==> config.mk <==
export PLATFORM = sky130hd
export DESIGN_NAME = rand_req_sched_flat
export DESIGN_NICKNAME = d
export VERILOG_FILES = /design/src/rtl/rand_req_sched_pkg.sv /design/src/rtl/rand_req_sched_if.sv /design/src/rtl/rand_req_sched_stage.sv /design/src/rtl/rand_req_sched.sv /design/src/flat_wrapper.sv
export SDC_FILE = /design/constraint.sdc
export NUM_CORES = 1
export LEC_CHECK = 0
export ABC_AREA = 1
export BUFFER_PORTS_ARGS = -buffer_cell sky130_fd_sc_hd__buf_2
export CORE_MARGIN = 2
export CORE_UTILIZATION = 44
export CTS_CLUSTER_DIAMETER = 30
export DETAILED_ROUTE_END_ITERATION = 7
export PLACE_DENSITY = 0.78
export SYNTH_ARGS = -nofsm -noshare
export SYNTH_HDL_FRONTEND = slang
export SYNTH_HIERARCHICAL = 1
export SYNTH_SLANG_ARGS = --single-unit
export TNS_END_PERCENT = 5
==> constraint.sdc <==
create_clock -name ic_clk -period 3.9 [get_ports ic_clk]
set_input_delay 0.195 -clock ic_clk [delete_from_list [all_inputs] [get_ports ic_clk]]
set_output_delay 0.195 -clock ic_clk [all_outputs]
set_load 0.01 [all_outputs]
==> src/rtl/rand_req_sched_pkg.sv <==
// Shared types, widths and request-decode helpers for the TRNG host request scheduler.
package rand_req_sched_pkg;

  localparam int OUTPUT_WIDTH   = 16;
  localparam int TIMEOUT_CYCLES = 512;

  typedef enum logic [2:0] {
    RDSEED_16 = 3'd0,
    RDSEED_32 = 3'd1,
    RDSEED_64 = 3'd2,
    RDRAND_16 = 3'd3,
    RDRAND_32 = 3'd4,
    RDRAND_64 = 3'd5
  } rand_req_t;

  typedef enum logic [1:0] {
    IDLE      = 2'd0,
    FETCH     = 2'd1,
    WAIT_TICK = 2'd2,
    PRESENT   = 2'd3
  } sched_state_e;

  // Unknown or unused encodings fall to default, so an X type is reported as bad.
  function automatic logic req_valid(rand_req_t t);
    case (t)
      RDSEED_16, RDSEED_32, RDSEED_64,
      RDRAND_16, RDRAND_32, RDRAND_64: return 1'b1;
      default:                         return 1'b0;
    endcase
  endfunction

  function automatic logic [2:0] req_words(rand_req_t t);
    case (t)
      RDSEED_16, RDRAND_16: return 3'd1;
      RDSEED_32, RDRAND_32: return 3'd2;
      RDSEED_64, RDRAND_64: return 3'd4;
      default:              return 3'd0;
    endcase
  endfunction

  function automatic logic req_is_seed(rand_req_t t);
    case (t)
      RDSEED_16, RDSEED_32, RDSEED_64: return 1'b1;
      default:                         return 1'b0;
    endcase
  endfunction

endpackage

==> src/rtl/rand_req_sched_if.sv <==
// Request, source and host-facing signal bundle of the request scheduler.
interface rand_req_sched_if;
  import rand_req_sched_pkg::*;

  // Source handshake: a word moves on any ic_clk edge where *_valid and *_ready
  // are both high; valid may rise or fall freely, ready never waits on valid.
  logic                    rand_req;
  rand_req_t               rand_req_type;
  logic [OUTPUT_WIDTH-1:0] seed_data;
  logic                    seed_valid;
  logic                    seed_ready;
  logic [OUTPUT_WIDTH-1:0] drbg_data;
  logic                    drbg_valid;
  logic                    drbg_ready;
  logic [OUTPUT_WIDTH-1:0] rand_byte;
  logic                    rand_valid;
  logic                    busy;
  logic                    req_err;

  modport slave (
    input  rand_req, rand_req_type, seed_data, seed_valid, drbg_data, drbg_valid,
    output seed_ready, drbg_ready, rand_byte, rand_valid, busy, req_err
  );

  modport master (
    output rand_req, rand_req_type, seed_data, seed_valid, drbg_data, drbg_valid,
    input  seed_ready, drbg_ready, rand_byte, rand_valid, busy, req_err
  );

endinterface

==> src/rtl/rand_req_sched_stage.sv <==
// One-entry holding register between the selected source and the host output register.
module rand_req_sched_stage
  import rand_req_sched_pkg::*;
(
  input  logic                    clk,
  input  logic                    rst_n,
  input  logic                    push,
  input  logic                    pop,
  input  logic                    flush,
  input  logic [OUTPUT_WIDTH-1:0] din,
  output logic [OUTPUT_WIDTH-1:0] dout,
  output logic                    full
);

  logic [OUTPUT_WIDTH-1:0] data_q, data_d;
  logic                    full_q, full_d;

  always_comb begin
    data_d = data_q;
    full_d = full_q;
    if (flush) begin
      full_d = 1'b0;
    end else if (push) begin
      data_d = din;
      full_d = 1'b1;
    end else if (pop) begin
      full_d = 1'b0;
    end
  end

  always_ff @(posedge clk or negedge rst_n) begin
    if (!rst_n) begin
      data_q <= '0;
      full_q <= 1'b0;
    end else begin
      data_q <= data_d;
      full_q <= full_d;
    end
  end

  assign dout = data_q;
  assign full = full_q;

endmodule

==> src/rtl/rand_req_sched.sv <==
// TRNG host request scheduler: fetches 1/2/4 words from seed or DRBG source and paces them
// onto rand_byte one per slow_tick. Optional fetch timeout: define REQ_TIMEOUT_EN.
module rand_req_sched
  import rand_req_sched_pkg::*;
(
  input  logic             ic_clk,
  input  logic             rst_n,
  input  logic             debug,
  input  logic             slow_tick,
  rand_req_sched_if.slave  bus,
  output sched_state_e     dbg_state
);

  sched_state_e            state_q, state_d;
  logic [2:0]              words_left_q, words_left_d;
  logic                    src_seed_q, src_seed_d;
  logic [OUTPUT_WIDTH-1:0] rand_byte_q, rand_byte_d;
  logic                    rand_valid_q, rand_valid_d;
  logic                    req_err_q, req_err_d;

  logic                    stage_push, stage_pop, stage_flush, stage_full;
  logic [OUTPUT_WIDTH-1:0] stage_dout;
  logic                    src_valid, fetch_en, timeout_hit;
  logic [OUTPUT_WIDTH-1:0] src_data;

  assign src_valid = src_seed_q ? bus.seed_valid : bus.drbg_valid;
  assign src_data  = src_seed_q ? bus.seed_data  : bus.drbg_data;

  // Ready only while the stage has room; PRESENT prefetches only if more words are owed.
  assign fetch_en   = !debug && !stage_full &&
                      ((state_q == FETCH) || ((state_q == PRESENT) && (words_left_q != 3'd0)));
  assign stage_push = fetch_en && src_valid;

  rand_req_sched_stage u_stage (
    .clk   (ic_clk),
    .rst_n (rst_n),
    .push  (stage_push),
    .pop   (stage_pop),
    .flush (stage_flush),
    .din   (src_data),
    .dout  (stage_dout),
    .full  (stage_full)
  );

`ifdef REQ_TIMEOUT_EN
  localparam int TO_W = $clog2(TIMEOUT_CYCLES + 1);
  logic [TO_W-1:0] to_cnt_q, to_cnt_d;

  always_comb begin
    to_cnt_d = '0;
    if (fetch_en && !src_valid) to_cnt_d = to_cnt_q + TO_W'(1);
  end

  always_ff @(posedge ic_clk or negedge rst_n) begin
    if (!rst_n) to_cnt_q <= '0;
    else        to_cnt_q <= to_cnt_d;
  end

  assign timeout_hit = fetch_en && !src_valid && (to_cnt_q == TO_W'(TIMEOUT_CYCLES - 1));
`else
  assign timeout_hit = 1'b0;
`endif

  always_comb begin
    state_d      = state_q;
    words_left_d = words_left_q;
    src_seed_d   = src_seed_q;
    rand_byte_d  = rand_byte_q;
    rand_valid_d = rand_valid_q;
    req_err_d    = 1'b0;
    stage_pop    = 1'b0;
    stage_flush  = 1'b0;
    if (debug) begin
      state_d      = IDLE;
      rand_valid_d = 1'b0;
      words_left_d = 3'd0;
      stage_flush  = 1'b1;
    end else if (timeout_hit) begin
      state_d      = IDLE;
      rand_valid_d = 1'b0;
      words_left_d = 3'd0;
      stage_flush  = 1'b1;
      req_err_d    = 1'b1;
    end else begin
      case (state_q)
        IDLE: begin
          if (bus.rand_req) begin
            if (req_valid(bus.rand_req_type)) begin
              words_left_d = req_words(bus.rand_req_type);
              src_seed_d   = req_is_seed(bus.rand_req_type);
              state_d      = FETCH;
            end else begin
              req_err_d = 1'b1;
            end
          end
        end
        FETCH: begin
          if (stage_full || stage_push) state_d = WAIT_TICK;
        end
        WAIT_TICK: begin
          if (slow_tick && stage_full) begin
            rand_byte_d  = stage_dout;
            rand_valid_d = 1'b1;
            words_left_d = (words_left_q != 3'd0) ? words_left_q - 3'd1 : 3'd0;
            stage_pop    = 1'b1;
            state_d      = PRESENT;
          end
        end
        PRESENT: begin
          if (slow_tick) begin
            if (words_left_q == 3'd0) begin
              rand_valid_d = 1'b0;
              state_d      = IDLE;
            end else if (stage_full) begin
              rand_byte_d  = stage_dout;
              words_left_d = words_left_q - 3'd1;
              stage_pop    = 1'b1;
            end else begin
              // A word landing on this same edge is issued from FETCH/WAIT_TICK next period.
              rand_valid_d = 1'b0;
              state_d      = FETCH;
            end
          end
        end
        default: state_d = IDLE;
      endcase
    end
  end

  always_ff @(posedge ic_clk or negedge rst_n) begin
    if (!rst_n) begin
      state_q      <= IDLE;
      words_left_q <= 3'd0;
      src_seed_q   <= 1'b0;
      rand_byte_q  <= '0;
      rand_valid_q <= 1'b0;
      req_err_q    <= 1'b0;
    end else begin
      state_q      <= state_d;
      words_left_q <= words_left_d;
      src_seed_q   <= src_seed_d;
      rand_byte_q  <= rand_byte_d;
      rand_valid_q <= rand_valid_d;
      req_err_q    <= req_err_d;
    end
  end

  assign bus.seed_ready = fetch_en && src_seed_q;
  assign bus.drbg_ready = fetch_en && !src_seed_q;
  assign bus.rand_byte  = rand_byte_q;
  assign bus.rand_valid = rand_valid_q;
  assign bus.busy       = (state_q != IDLE);
  assign bus.req_err    = req_err_q;
  assign dbg_state      = state_q;

endmodule

==> src/flat_wrapper.sv <==
// flat-port wrapper written by rule: the top's interface ports become plain ports
module rand_req_sched_flat import rand_req_sched_pkg::*;
  (ic_clk, rst_n, debug, slow_tick, dbg_state, bus_rand_req, bus_rand_req_type, bus_seed_data, bus_seed_valid, bus_drbg_data, bus_drbg_valid, bus_seed_ready, bus_drbg_ready, bus_rand_byte, bus_rand_valid, bus_busy, bus_req_err);
  rand_req_sched_if bus_i ();
  input  logic ic_clk;
  input  logic rst_n;
  input  logic debug;
  input  logic slow_tick;
  output sched_state_e dbg_state;
  input wire logic [$bits(bus_i.rand_req)-1:0] bus_rand_req;
  input wire logic [$bits(bus_i.rand_req_type)-1:0] bus_rand_req_type;
  input wire logic [$bits(bus_i.seed_data)-1:0] bus_seed_data;
  input wire logic [$bits(bus_i.seed_valid)-1:0] bus_seed_valid;
  input wire logic [$bits(bus_i.drbg_data)-1:0] bus_drbg_data;
  input wire logic [$bits(bus_i.drbg_valid)-1:0] bus_drbg_valid;
  output wire logic [$bits(bus_i.seed_ready)-1:0] bus_seed_ready;
  output wire logic [$bits(bus_i.drbg_ready)-1:0] bus_drbg_ready;
  output wire logic [$bits(bus_i.rand_byte)-1:0] bus_rand_byte;
  output wire logic [$bits(bus_i.rand_valid)-1:0] bus_rand_valid;
  output wire logic [$bits(bus_i.busy)-1:0] bus_busy;
  output wire logic [$bits(bus_i.req_err)-1:0] bus_req_err;
  assign bus_i.rand_req = bus_rand_req;
  assign bus_i.rand_req_type = bus_rand_req_type;
  assign bus_i.seed_data = bus_seed_data;
  assign bus_i.seed_valid = bus_seed_valid;
  assign bus_i.drbg_data = bus_drbg_data;
  assign bus_i.drbg_valid = bus_drbg_valid;
  assign bus_seed_ready = bus_i.seed_ready;
  assign bus_drbg_ready = bus_i.drbg_ready;
  assign bus_rand_byte = bus_i.rand_byte;
  assign bus_rand_valid = bus_i.rand_valid;
  assign bus_busy = bus_i.busy;
  assign bus_req_err = bus_i.req_err;
  rand_req_sched u_core (.ic_clk(ic_clk), .rst_n(rst_n), .debug(debug), .slow_tick(slow_tick), .bus(bus_i), .dbg_state(dbg_state));
endmodule
==> impl_metrics.json <==
{
  "seqCellArea_mm2": 0.00103,
  "grt_max_degree": 42,
  "p_leak_nw": 1.69,
  "post_synth.cell_area_avg_um2": 7.28,
  "wl_per_cell_um": 11.4,
  "dieArea_mm2": 0.00612,
  "hp-class": "primary input to asynchronous set/reset pin",
  "ctsLongestPathBuffers": 2,
  "p_int_w": 0.00100,
  "first_global_vias": 2015,
  "clock_power_share_pct": 16.4,
  "wirelength_mm": 5.30,
  "ios": 65,
  "die_y_um": 78.2,
  "synth_cell_types": 27,
  "hold_viol": 0,
  "synth_top_area_share_pct": 42.3,
  "start_util_pct": 44.9,
  "antenna_found_initial": 0,
  "fill_cells": 550,
  "p_seq_share_pct": 41.5,
  "critPathKind": "flop to flop",
  "core_mm2": 0.00541,
  "dr.pass1.iters": 4,
  "slew_headroom_pct": 40.5,
  "synth_cells": 333,
  "p_per_area_mw_per_mm2": 619,
  "grt_pass1_wl_mm": 8.76,
  "switchingPower_w": 0.000755,
  "drc": 0,
  "vias": 2229,
  "synth_nets": 382,
  "synth_area_leaders": "dfrtp_1, nand2_1, nand3_1",
  "yosysSeqAreaShare_pct": 42.3,
  "die_x_um": 78.2,
  "p_comb_share_pct": 42.1,
  "max_cap_viol_count": 0,
  "layout_common_cells": "nand2_1, buf_2, dfrtp_1",
  "rsz0062_at_grt": "false",
  "start_kind": "flop",
  "synth_area_mm2": 0.00242,
  "cts_tree": "yes",
  "finClkSkew_ps": 4.47,
  "cts_buffers": 5,
  "p_sw_share_pct": 43.0,
  "drtAntennaViolNets": 0,
  "layout-drive-gt1-share_pct": 25.3,
  "routed_via_density": 4.77,
  "grt-ovfl-total": 0,
  "min_period_ps": 2100,
  "critPathMaxFanout": 21,
  "crit_required_ps": 4080,
  "portBuffers": 64,
  "arrival_ps": 2280,
  "area_growth_pct": 17.2,
  "fin_nets": 443,
  "drtIter0Drc": 127,
  "end_kind": "flop",
  "worst_slew_pin_slew_ps": 892,
  "critPathLaunch": "u_core/src_seed_q",
  "cts_resized": 0,
  "layout_commonest_cell": "nand2_1",
  "place.gp.congestion": 0.888,
  "yosysWarnings": 6,
  "post_cts_buffers": 0,
  "tns_ps": 0,
  "root_buffer": "clkbuf_8",
  "dp_hpwl_mm": 3.90,
  "outcome": "complete, no violations",
  "fmax_mhz": 477,
  "n_antenna_cell": 0,
  "clock_sinks": 41,
  "ctsHoldBuffers": 0,
  "clkLatencyLatePin_ps": 290,
  "rows": 27,
  "p_total_w": 0.00176,
  "slew_violations": 0,
  "finalSetupViolCount": 0,
  "reg2reg_from": "u_core/src_seed_q",
  "path_clk_slew_ps": 80,
  "cts-htree-levels": 2,
  "post-route-period-util_pct": 53.8,
  "grt_usage_pct": 17.9,
  "yosysTopAreaCell": "dfrtp_1",
  "vdd_drop_max_v": 0.000254,
  "ys_ff_latch": 41,
  "multi_input_area_mm2": 0.00120
}
[path summary, 6_finish.rpt]
check	slack (ps)	end	cells after the start
worst max register to register	1800	u_core/u_stage/dout[1]	8
worst min register to register	480	u_core/u_stage/dout[7]	2
worst min-delay path	20	u_core/bus.rand_byte[2]	1
min in group ic_clk	190	u_core/bus.req_err	3
worst max-delay path	1800	u_core/u_stage/dout[1]	8
max in group asynchronous	3310	u_core/bus.rand_byte[8]	1
[stage by stage]
step                area (um2)  utilization, %  setup slack (ps)  std cells  hold WS [ps]
finish                    2840            52.6              1800        467          18.6
global route              2840            52.6              1590        467          91.1
CTS                       2840            52.6              1850        467          56.3
detailed placement        2750            50.8              1870        459           372
global placement          2750            50.8              1930        459           373
floorplan                 2420               -              2140        333          -101
[kinds of logic after synthesis]
family / after synthesis / synth area share, %
simple gates: 221 / 39.5
buf+inv: 37 / 8.15
xor+xnor: 1 / 0.361
compound gates: 26 / 6.04
flops: 41 / 42.3
fa+ha+maj: 7 / 3.61
[cells in the mapped netlist, drive strengths merged]
cell type and number:
a21oi 4, a31oi 1, buf 10, clkbuf 1
clkinv 1, dfrtp 41, ha 7, inv 25
nand2 167, nand3 28, nand4 1, nor2 24
nor3 1, o21ai 21, xor2 1
[worst max-delay path, cell delays in order, from the launching register on]
cell and delay, ps:
dfrtp_1 810, inv_2 330, nand2_1 130, nand2_1 70, nor2_1 100, buf_4 250
nand2_8 140, nand2_1 90, nand2_1 50
[layout make-up]
| cell class | count | share of cell area, % |
|---|---|---|
| inverter | 26 | 3.57 |
| sequential | 41 | 36.1 |
| multi-input combinational | 255 | 42.3 |
| clock buffer | 6 | 2.90 |
| clock inverter | 2 | 0.484 |
| timing repair buffer | 65 | 11.5 |
| tap | 72 | 3.17 |
[flip-flops by register name, indices dropped and copies added (netlist names)]
name                   cells
u_core/bus.req_err         1
u_core/u_stage/dout       16
u_core/bus.rand_valid      1
u_core/bus.rand_byte      16
u_core/src_seed_q          1
u_core/u_stage/full        1
u_core/words_left_q        3
u_core/dbg_state           2
[per-layer routing]
metal	part of all wire, %	up-vias	routed length, um	global-route usage [%]
met4	1.4	0	73	5.61
met5	0	-	0	0
li1	-	1155	-	-
met1	46	1005	2440	23.0
met3	5.7	6	303	3.45
met2	47	63	2490	30.5
[power by group through the flow]
stage	registers (W)	clock network, W	logic (W)
6_report	0.000730	0.000288	0.000740
5_1_grt	0.000760	0.000317	0.000844
4_1_cts	0.000731	0.000296	0.000747
3_5_place_dp	0.000738	0	0.000746
3_3_place_gp	0.000732	0	0.000726
2_1_floorplan	0.000726	0	0.000535
Power figures use the tool's default switching activity.
